### config.mk
export PLATFORM = sky130hd
export DESIGN_NAME = button_event_ctrl
export DESIGN_NICKNAME = d
export VERILOG_FILES = /design/src/rtl/button_event_ctrl.sv
export SDC_FILE = /design/constraint.sdc
export NUM_CORES = 1
export LEC_CHECK = 0
export BUFFER_PORTS_ARGS = -buffer_cell sky130_fd_sc_hd__buf_2
export CORE_MARGIN = 2
export CORE_UTILIZATION = 45
export DETAILED_ROUTE_END_ITERATION = 16
export SLEW_MARGIN = 30
export SYNTH_ARGS = -nofsm -noshare
export SYNTH_HDL_FRONTEND = slang
export SYNTH_SLANG_ARGS = --single-unit
### constraint.sdc
create_clock -name clk_core -period 5.96 [get_ports clk_core]
set_input_delay 1.192 -clock clk_core [delete_from_list [all_inputs] [get_ports clk_core]]
set_output_delay 1.192 -clock clk_core [all_outputs]
set_load 0.1 [all_outputs]
### src/rtl/button_event_ctrl.sv
// Per-button press/long/repeat/release event scheduler feeding one valid/ready event channel.
// Optional macro BTN_EVT_RR_ARB_EN selects round-robin button arbitration (default: lowest index wins).
module button_event_ctrl #(
    parameter int unsigned N_BTN      = 4,
    parameter int unsigned LONG_CYC   = 50000000,
    parameter int unsigned REPEAT_CYC = 10000000,
    localparam int unsigned ID_W      = (N_BTN > 1) ? $clog2(N_BTN) : 1
) (
    input  logic             clk_core,
    input  logic             rst_n,
    input  logic [N_BTN-1:0] btn_i,
    input  logic             evt_ready_i,
    output logic             evt_valid_o,
    output logic [ID_W-1:0]  evt_id_o,
    output logic [1:0]       evt_type_o,
    output logic [N_BTN-1:0] ovf_o,
    input  logic             ovf_clr_i,
    output logic             busy_o
);

    localparam int unsigned MAX_CYC = (LONG_CYC > REPEAT_CYC) ? LONG_CYC : REPEAT_CYC;
    localparam int unsigned CNT_W   = (MAX_CYC > 1) ? $clog2(MAX_CYC) : 1;

    localparam logic [1:0] EVT_PRESS   = 2'd0;
    localparam logic [1:0] EVT_RELEASE = 2'd1;
    localparam logic [1:0] EVT_LONG    = 2'd2;
    localparam logic [1:0] EVT_REPEAT  = 2'd3;

    typedef enum logic [1:0] {
        IDLE = 2'd0,
        DOWN = 2'd1,
        HOLD = 2'd2
    } st_t;

    logic [N_BTN-1:0] btn_q;
    st_t              st_q    [N_BTN];
    st_t              st_d    [N_BTN];
    logic [CNT_W-1:0] cnt_q   [N_BTN];
    logic [CNT_W-1:0] cnt_d   [N_BTN];
    logic [3:0]       raise   [N_BTN];
    logic [3:0]       pend_q  [N_BTN];
    logic [3:0]       pend_d  [N_BTN];
    logic [3:0]       consume [N_BTN];

    logic             load;
    logic             found;
    logic [ID_W-1:0]  sel_id;
    logic [3:0]       sel_pend;
    logic [1:0]       sel_type;
    logic [N_BTN-1:0] ovf_set;
    logic [N_BTN-1:0] ovf_d;
    logic             valid_d;
    logic [ID_W-1:0]  id_d;
    logic [1:0]       type_d;
    logic             busy_d;

`ifdef BTN_EVT_RR_ARB_EN
    logic [ID_W-1:0]  rr_ptr;
    logic [ID_W-1:0]  rr_ptr_d;
`endif

    // Per-button FSM: release always beats LONG/REPEAT on the same edge.
    always_comb begin
        for (int i = 0; i < N_BTN; i++) begin
            st_d[i]  = st_q[i];
            cnt_d[i] = cnt_q[i];
            raise[i] = 4'b0000;
            case (st_q[i])
                IDLE: begin
                    if (btn_i[i] && !btn_q[i]) begin
                        raise[i][EVT_PRESS] = 1'b1;
                        cnt_d[i]            = '0;
                        st_d[i]             = DOWN;
                    end
                end
                DOWN: begin
                    if (!btn_i[i]) begin
                        raise[i][EVT_RELEASE] = 1'b1;
                        st_d[i]               = IDLE;
                    end else if (cnt_q[i] == CNT_W'(LONG_CYC - 1)) begin
                        raise[i][EVT_LONG] = 1'b1;
                        cnt_d[i]           = '0;
                        st_d[i]            = HOLD;
                    end else begin
                        cnt_d[i] = cnt_q[i] + CNT_W'(1);
                    end
                end
                HOLD: begin
                    if (!btn_i[i]) begin
                        raise[i][EVT_RELEASE] = 1'b1;
                        st_d[i]               = IDLE;
                    end else if (cnt_q[i] == CNT_W'(REPEAT_CYC - 1)) begin
                        raise[i][EVT_REPEAT] = 1'b1;
                        cnt_d[i]             = '0;
                    end else begin
                        cnt_d[i] = cnt_q[i] + CNT_W'(1);
                    end
                end
                default: begin
                    st_d[i] = IDLE;
                end
            endcase
        end
    end

    // Arbitration, pending-bit bookkeeping and output register next state.
    always_comb begin
        load     = !evt_valid_o || evt_ready_i;
        found    = 1'b0;
        sel_id   = '0;
        sel_pend = 4'b0000;
        sel_type = EVT_PRESS;
        valid_d  = evt_valid_o;
        id_d     = evt_id_o;
        type_d   = evt_type_o;
        ovf_set  = '0;
`ifdef BTN_EVT_RR_ARB_EN
        rr_ptr_d = rr_ptr;
        // First pass covers indices after the last grant; second pass wraps around.
        for (int i = 0; i < N_BTN; i++) begin
            if (!found && (|pend_q[i]) && (ID_W'(i) > rr_ptr)) begin
                found  = 1'b1;
                sel_id = ID_W'(i);
            end
        end
`endif
        for (int i = 0; i < N_BTN; i++) begin
            if (!found && (|pend_q[i])) begin
                found  = 1'b1;
                sel_id = ID_W'(i);
            end
        end
        for (int i = 0; i < N_BTN; i++) begin
            if (ID_W'(i) == sel_id) begin
                sel_pend = pend_q[i];
            end
        end

        if (sel_pend[EVT_PRESS]) begin
            sel_type = EVT_PRESS;
        end else if (sel_pend[EVT_LONG]) begin
            sel_type = EVT_LONG;
        end else if (sel_pend[EVT_REPEAT]) begin
            sel_type = EVT_REPEAT;
        end else begin
            sel_type = EVT_RELEASE;
        end

        if (load) begin
            valid_d = found;
            if (found) begin
                id_d   = sel_id;
                type_d = sel_type;
`ifdef BTN_EVT_RR_ARB_EN
                rr_ptr_d = sel_id;
`endif
            end
        end

        // A raise onto a bit consumed this cycle re-arms it without counting as lost.
        for (int i = 0; i < N_BTN; i++) begin
            consume[i] = (load && found && (sel_id == ID_W'(i))) ? (4'b0001 << sel_type) : 4'b0000;
            pend_d[i]  = (pend_q[i] & ~consume[i]) | raise[i];
            ovf_set[i] = |(raise[i] & pend_q[i] & ~consume[i]);
        end

        ovf_d  = (ovf_clr_i ? '0 : ovf_o) | ovf_set;
        busy_d = valid_d;
        for (int i = 0; i < N_BTN; i++) begin
            busy_d = busy_d | (|pend_d[i]);
        end
    end

    always_ff @(posedge clk_core or negedge rst_n) begin
        if (!rst_n) begin
            btn_q       <= '0;
            evt_valid_o <= 1'b0;
            evt_id_o    <= '0;
            evt_type_o  <= 2'd0;
            ovf_o       <= '0;
            busy_o      <= 1'b0;
            for (int i = 0; i < N_BTN; i++) begin
                st_q[i]   <= IDLE;
                cnt_q[i]  <= '0;
                pend_q[i] <= 4'b0000;
            end
        end else begin
            btn_q       <= btn_i;
            evt_valid_o <= valid_d;
            evt_id_o    <= id_d;
            evt_type_o  <= type_d;
            ovf_o       <= ovf_d;
            busy_o      <= busy_d;
            for (int i = 0; i < N_BTN; i++) begin
                st_q[i]   <= st_d[i];
                cnt_q[i]  <= cnt_d[i];
                pend_q[i] <= pend_d[i];
            end
        end
    end

`ifdef BTN_EVT_RR_ARB_EN
    always_ff @(posedge clk_core or negedge rst_n) begin
        if (!rst_n) begin
            rr_ptr <= '0;
        end else begin
            rr_ptr <= rr_ptr_d;
        end
    end
`endif

endmodule

==> results of run 1 <==
==> cells in the mapped netlist, drive strengths merged (3+ instances only) <==
cell type  number  area, um2
inv            22       82.6
o211ai          3       22.5
or3            12       75.1
nor4b           4       35.0
or2             5       31.3
nand2          84        315
xor2           41        359
a21oi          25        125
a21o            6       46.3
o41ai           5       51.3
a31o            3       26.3
nor2b           8       50.1
o31ai          12       90.1
nor3b           3       27.5
nor2          110        420
nand4          34        213
xnor2          28        245
and2            8       50.1
nor3           23        115
or4             4       30.0
nor4bb          5       50.1
or4bb           3       33.8
and3           22        138
o21ai          66        334
or4b            4       40.0
clkbuf         16       60.1
ha             17        213
nor4           20        150
a31oi           6       37.5
dfrtp         142       3550
buf             7       43.8
a21boi          8       60.1
nand2b         13       81.3
nand3          42        210
a22oi           5       42.5
and4            4       35.0
==> path summary, 6_finish.rpt <==
kind | startpoint | end
worst max-delay path | pend_q[12] | busy_o
worst min-delay path | cnt_q[58] | cnt_q[58]
worst max register to register | pend_q[12] | busy_o
worst min register to register | cnt_q[58] | cnt_q[58]
max in group asynchronous | rst_n | evt_type_o[0]
min in group asynchronous | rst_n | cnt_q[6]
==> registers in the layout, summed over array words and instances, names as in the netlist <==
name,count
st_q,8
evt_type_o,2
evt_id_o,2
busy_o,1
btn_q,4
cnt_q,104
ovf_o,4
evt_valid_o,1
pend_q,16
==> power by group through the flow <==
stage	Sequential [mW]	Clock, mW	Combinational [mW]
4_1_cts	1.12	1.07	0.821
3_5_place_dp	1.14	0	0.818
6_report	1.12	1.04	0.814
5_1_grt	1.13	1.11	0.901
3_3_place_gp	1.13	0	0.797
2_1_floorplan	1.28	0	0.490
==> layout make-up <==
cell class                 instances  area (um2)
timing repair buffer              18         101
clock inverter                    14         144
fill                            1571        8100
tap                              220         275
multi-input combinational        656        3960
inverter                          22        82.6
sequential                       142        3550
clock buffer                      18         429
==> stage by stage <==
| step | instances | worst slack (ps) | hold WS, ps |
|---|---|---|---|
| 6_report | 1090 | 2880 | 501 |
| 3_3_place_gp | 1058 | 2540 | 458 |
| 5_1_grt | 1090 | 2530 | 517 |
| 4_1_cts | 1090 | 2830 | 500 |
| 2_1_floorplan | 843 | 3180 | 437 |
| 3_5_place_dp | 1058 | 2590 | 491 |
==> critical path, stage by stage (launching register included) <==
cell and delay [ps]:
sky130_fd_sc_hd__dfrtp_1 430, sky130_fd_sc_hd__or4_1 660, sky130_fd_sc_hd__a211o_1 370, sky130_fd_sc_hd__a22oi_2 490
sky130_fd_sc_hd__nor3b_2 310, sky130_fd_sc_hd__o22ai_1 130, sky130_fd_sc_hd__nor4_1 420, sky130_fd_sc_hd__nand3_1 130
==> logic make-up (layout without fill, tap and decap cells) <==
group | Yosys count | after routing
buf+inv | 45 | 72
mux | 3 | 3
compound gates | 155 | 155
xor+xnor | 69 | 69
fa+ha+maj | 17 | 17
simple gates | 412 | 412
flops | 142 | 142
==> metal layers <==
layer / GRT usage (%) / share of wire [%]
met3: 4.13 / 3.5
met1: 28.4 / 48
met2: 31.5 / 47
met4: 5.79 / 1.2
met5: 0 / 0
==> results.md, run 1 <==
- Result of the run: complete, no violations
- Post-layout min period: about 3100 ps
- Maximum clock frequency: 324 MHz
- Vias in the first global route: 5985
- Die outline height: 135 um
- I/O pin count: 18
- Number of flops mapped to enable cells by yosys: 0
- Detailed-router iteration count before antenna repair: 5
- Cell count after synthesis: 843
- Pin count of the biggest net entering global routing: 94
- Final #Nets: 882
- Die footprint: 0.0182 mm2
- Simple logic cell fraction of the synthesized area: around 28%
- Area Overhead vs Synth: 11.0%
- Horizontal die dimension: between 100 and 150 um
- Number of maximum-capacitance violations: 0
- Register-to-register setup slack: 2880 ps
- Clock tree sinks: 142
- Leading register cell type out of synthesis: sky130_fd_sc_hd__dfrtp_1
- Worst endpoint data arrival time: 3370 ps
- Number of buffers inserted to repair setup after CTS: 0
- Post-route clock period utilization: 51.8%
- Setup violations, final: 0
- Relative slew slack: between 40% and 50%
- Cell area after synthesis: 0.00769 mm2
- Internal: approximately 1.9 mW
- Critical path start-end classification: reg2reg
- Number of clock buffers inserted by TritonCTS: 17
- Cts hold-fix bufs: 0
- Worst ir drop on vdd: ~0.23 mV
- Number of standard-cell rows in the floorplan: 47
- Class of the tightest hold or removal check: reg2reg
- Clock tree from TritonCTS: done
- CTS Root Buffer Type: sky130_fd_sc_hd__clkbuf_16
- Unrepaired setup endpoints after global routing: no
- Required time at the endpoint of the critical path: 6240 ps
- Post-route design area: around 0.0085 mm2
- Final total negative setup slack: 0 ps
- Async set-or-reset flop fraction in the synthesized netlist: 100%
- Number of cells on the worst hold path: 1
- Half-perimeter wire length after detailed placement: 12.0 mm
- Area of the core region: 0.0166 mm2
- Antenna cell count: 0
- Setup crit start kind: register
- Avg Cell Area, Syn: 9.13 um2
- Nets in the synthesized netlist: 868
- Combinational group share of total power: ~27%
- Number of buffers on the longest clock path: 2
- Total design power: around 3 mW
- Worst-path clk slew: approximately 60 ps
- Transition time at the pin with the least slew margin: 887 ps
- PwrDens: ~350 mW/mm2
- Compound-cell area share of the yosys netlist: 12.6%
- Routability cong.: around 0.95
- Max-slew violation count: 0
- Final core occ: 51.3%
- Residual antenna-violating net count after detailed routing: 0
- DP Area: 0.00797 mm2
- Layout cell share with drive strength beyond 1: 8.51%
- Routed WL per cell: 15.8 um
- GRT Util Overall: 20.1%
- Worst-path fanout max: 12
- Worst Skew: 5.41 ps
- H-tree lvl count: 4
- Reg power frac: 37.6%
- Endpoint kind of the worst setup timing path: register
- Number of flip-flops and latches in the synthesized netlist: 142
- Global-route wire length before repair: about 30 mm
- Starting DRT DRC Count: 334
- Sw Ratio: 37.2%
- Hold Violations, Final: 0
- Via count: between 6000 and 7000
- Commonest cells after routing, fill and taps aside: sky130_fd_sc_hd__dfrtp_1, sky130_fd_sc_hd__nor2_1, sky130_fd_sc_hd__nand2_1
- Share of synthesized area spent on multiplexers: 0.423%
- Part of the total power dissipated in the clock network: between 30% and 40%
- Fraction of the yosys area taken by sequential cells: 46.2%
- Total wirelength of the detailed-routed design: 17.2 mm
- Post-synthesis xor/xnor area fraction: under 10%
- Clock Latency Late Sink: 430 ps
- Dominant combinational cell family by area after synthesis: simple AND/OR/NAND/NOR gates
- Drc violations: 0
- Via density per instance: 5.73
- Most common cell after layout, fill and taps aside: sky130_fd_sc_hd__dfrtp_1
- Unique cell type count in the Yosys netlist: 65
- Initial core utilization: a little under half
- Total net switching power: 1.11 mW
- Leakage power total: 3.58 nW
- Total grt overflow: 0
- Initial antenna violation count: 0
- Adder-cell share of the synthesized area: 2.76%
- CTS-repair resized insts: 0
- Cell depth of the worst flop-to-flop path: 7
- Number of warnings reported in the yosys synthesis log: 0
- Number of buffer cells added on primary ports: 17
Note: power is estimated with default switching activity, not from simulation.
==> run 2: changes to the inputs <==
Clock period 5.96 ns to 2.85 ns, I/O delays scaled along.
==> run 2 against run 1 <==
Sequential power grew 110%. Critical path depth is the same. Core utilization grew 1.5 points. Clock power grew 100%. Worst setup slack lost 2700 ps. Maximum frequency grew 16%. Clock skew grew 5.1 ps. Non-clock buffer count grew 30. Critical path type unchanged. Critical endpoint unchanged. Largest cell class unchanged. Highest routed layer unchanged.
==> results.md, run 2 (same netlist as run 1, synthesis figures left out) <==
- Result of the run: complete, no violations (unchanged)
- Transition time at the pin with the least slew margin: 751 ps (was 887 ps)
- Worst Skew: 10.5 ps (was 5.41 ps)
- Number of buffer cells added on primary ports: 17 (unchanged)
- Register-to-register setup slack: 180 ps (was 2880 ps)
- Vias in the first global route: 6223 (was 5985)
- Via density per instance: 5.66 (was 5.73)
- Routability cong.: 0.906 (was 0.949)
- I/O pin count: 18 (unchanged)
- Maximum clock frequency: 375 MHz (was 324 MHz)
- Pin count of the biggest net entering global routing: 58 (was 94)
- Class of the tightest hold or removal check: in2async (was reg2reg)
- Routed WL per cell: 16.0 um (was 15.8 um)
- Cells traversed along the worst timing path: or4_4 -> o21ai_2 -> nand2_1 -> a2111oi_1 -> or4bb_1 -> nor4_1 -> nand3_1 (was or4_1 -> a211o_1 -> a22oi_2 -> nor3b_2 -> o22ai_1 -> nor4_1 -> nand3_1)
- Initial core utilization: 46.2% (unchanged)
- Cell depth of the worst flop-to-flop path: 7 (unchanged)
- Required time at the endpoint of the critical path: 3130 ps (was 6240 ps)
- Drc violations: 0 (unchanged)
- Initial antenna violation count: 0 (unchanged)
- Final #Nets: 912 (was 882)
- Number of flip-flops under the largest register name: 104 (unchanged)
- Setup crit start kind: register (unchanged)
- Worst-path fanout max: 6 (was 12)
- Largest regs: cnt_q x104, pend_q x16, st_q x8 (unchanged)
- Post-layout min period: 2670 ps (was 3080 ps)
- Most common cell after layout, fill and taps aside: sky130_fd_sc_hd__dfrtp_1 (unchanged)
- H-tree lvl count: 4 (unchanged)
- RR Endpoint: busy_o (unchanged)
- Clock tree sinks: 142 (unchanged)
- Number of clock buffers inserted by TritonCTS: 17 (unchanged)
- Via count: 6332 (was 6246)
- Leakage power total: 3.75 nW (was 3.58 nW)
- Number of buffers on the longest clock path: 2 (unchanged)
- Number of standard-cell rows in the floorplan: 47 (unchanged)
- Register with the most flip-flops: cnt_q (unchanged)
- Residual antenna-violating net count after detailed routing: 0 (unchanged)
- Unrepaired setup endpoints after global routing: no (unchanged)
- Area Overhead vs Synth: 14.2% (was 11.0%)
- GRT Util Overall: 20.4% (was 20.1%)
- Largest stage delay, worst path: 600 ps (was 660 ps)
- Die outline height: 135 um (unchanged)
- Half-perimeter wire length after detailed placement: 12.9 mm (was 12.0 mm)
- Total grt overflow: 0 (unchanged)
- Reg2reg start: pend_q[13] (was pend_q[12])
- Horizontal die dimension: 135 um (unchanged)
- Buf+Inv Stages, Crit Path: 0 (unchanged)
- Total wirelength of the detailed-routed design: 17.9 mm (was 17.2 mm)
- Antenna cell count: 0 (unchanged)
- Clock tree from TritonCTS: done (unchanged)
- Starting DRT DRC Count: 476 (was 334)
- Global-route wire length before repair: 30.1 mm (was 29.6 mm)
- CTS Root Buffer Type: sky130_fd_sc_hd__clkbuf_16 (unchanged)
- Final total negative setup slack: 0 ps (unchanged)
- PwrDens: 724 mW/mm2 (was 349 mW/mm2)
- Worst ir drop on vdd: 0.465 mV (was 0.233 mV)
- Layout cell share with drive strength beyond 1: 11.5% (was 8.51%)
- Setup violations, final: 0 (unchanged)
- Area of the core region: 0.0166 mm2 (unchanged)
- Relative slew slack: 49.8% (was 40.3%)
- Hold Violations, Final: 0 (unchanged)
- Endpoint kind of the worst setup timing path: register (unchanged)
- Critical Path Slowest Stage Cell: sky130_fd_sc_hd__or4_4 (was sky130_fd_sc_hd__or4_1)
- Commonest cells after routing, fill and taps aside: sky130_fd_sc_hd__dfrtp_1, sky130_fd_sc_hd__nor2_1, sky130_fd_sc_hd__nand2_1 (unchanged)
- Number of maximum-capacitance violations: 0 (unchanged)
- Final core occ: 52.8% (was 51.3%)
- Post-route clock period utilization: 93.6% (was 51.8%)
- Detailed-router iteration count before antenna repair: 5 (unchanged)
- Die footprint: 0.0182 mm2 (unchanged)
- Worst endpoint data arrival time: 2950 ps (was 3370 ps)
- Worst-path clk slew: 60 ps (about the same)
- Critical path start-end classification: reg2reg (unchanged)
- Delay-heaviest family, CP: simple AND/OR/NAND/NOR gates (unchanged)
- Clock Latency Late Sink: 410 ps (was 430 ps)
- Max-slew violation count: 0 (unchanged)
[run 2: cell count changes in the layout (fill, tap and decap cells not counted), moves of 2 or more]
| cell | change |
|---|---|
| sky130_fd_sc_hd__clkbuf_1 | +2 |
| sky130_fd_sc_hd__clkinv_2 | -2 |
| sky130_fd_sc_hd__clkinvlp_4 | -4 |
| sky130_fd_sc_hd__buf_12 | +2 |
| sky130_fd_sc_hd__bufinv_16 | -2 |
| sky130_fd_sc_hd__buf_4 | +28 |
| sky130_fd_sc_hd__inv_6 | -2 |
| sky130_fd_sc_hd__clkbuf_8 | +6 |
[run 2: stage by stage]
stage | hold WS [ps] | worst slack [ps] | instances | cell area, um2 | total power [mW]
2_1_floorplan | 274 | 299 | 843 | 7690 | 3.70
3_3_place_gp | 461 | 152 | 1087 | 8200 | 4.21
3_5_place_dp | 492 | 59.7 | 1087 | 8200 | 4.24
4_1_cts | 148 | 51.5 | 1118 | 8750 | 6.35
5_1_grt | 166 | 0.984 | 1119 | 8780 | 6.69
6_report | 134 | 183 | 1119 | 8780 | 6.36
[run 2: what timing repair did]
item / in CTS / in global routing
gates resized for setup: 0 / 4
setup endpoints to repair: 0 / 4
setup buffers: 0 / 1
hold buffers: 0 / 0
[run 2: layout make-up]
type / count / area, um2
clock inverter: 4 / 26.3
inverter: 22 / 82.6
tap: 220 / 275
multi-input combinational: 656 / 3970
clock buffer: 27 / 533
fill: 1517 / 7860
sequential: 142 / 3550
timing repair buffer: 48 / 349
[run 2: how the worst max path moves through the flow]
stage / cells past startpoint / slack (ps) / from / to
finish: 7 / 180 / pend_q[13] / busy_o
global placement: 8 / 150 / pend_q[13] / busy_o
global route: 7 / 1 / pend_q[13] / busy_o
CTS: 7 / 50 / pend_q[13] / busy_o
detailed placement: 7 / 60 / pend_q[13] / busy_o
floorplan: 8 / 300 / evt_valid_o / busy_o
[run 2: power breakdown]
part	internal [mW]	switching, mW	leakage (nW)
sequential	2.18	0.153	1.90
combinational	0.596	1.33	1.57
clock	1.27	0.830	0.275
[run 2: worst register-to-register path, delay by kind of cell (launching register included)]
family	cells	cell delay [ps]
compound gates	2	590
simple gates	5	1540
flops	1	400
[run 2: metal layers]
| metal | share of wire [%] | track usage, % |
|---|---|---|
| met5 | 0 | 0 |
| met4 | 1.2 | 5.32 |
| met3 | 3.6 | 4.58 |
| met2 | 47 | 32.5 |
| met1 | 48 | 28.3 |
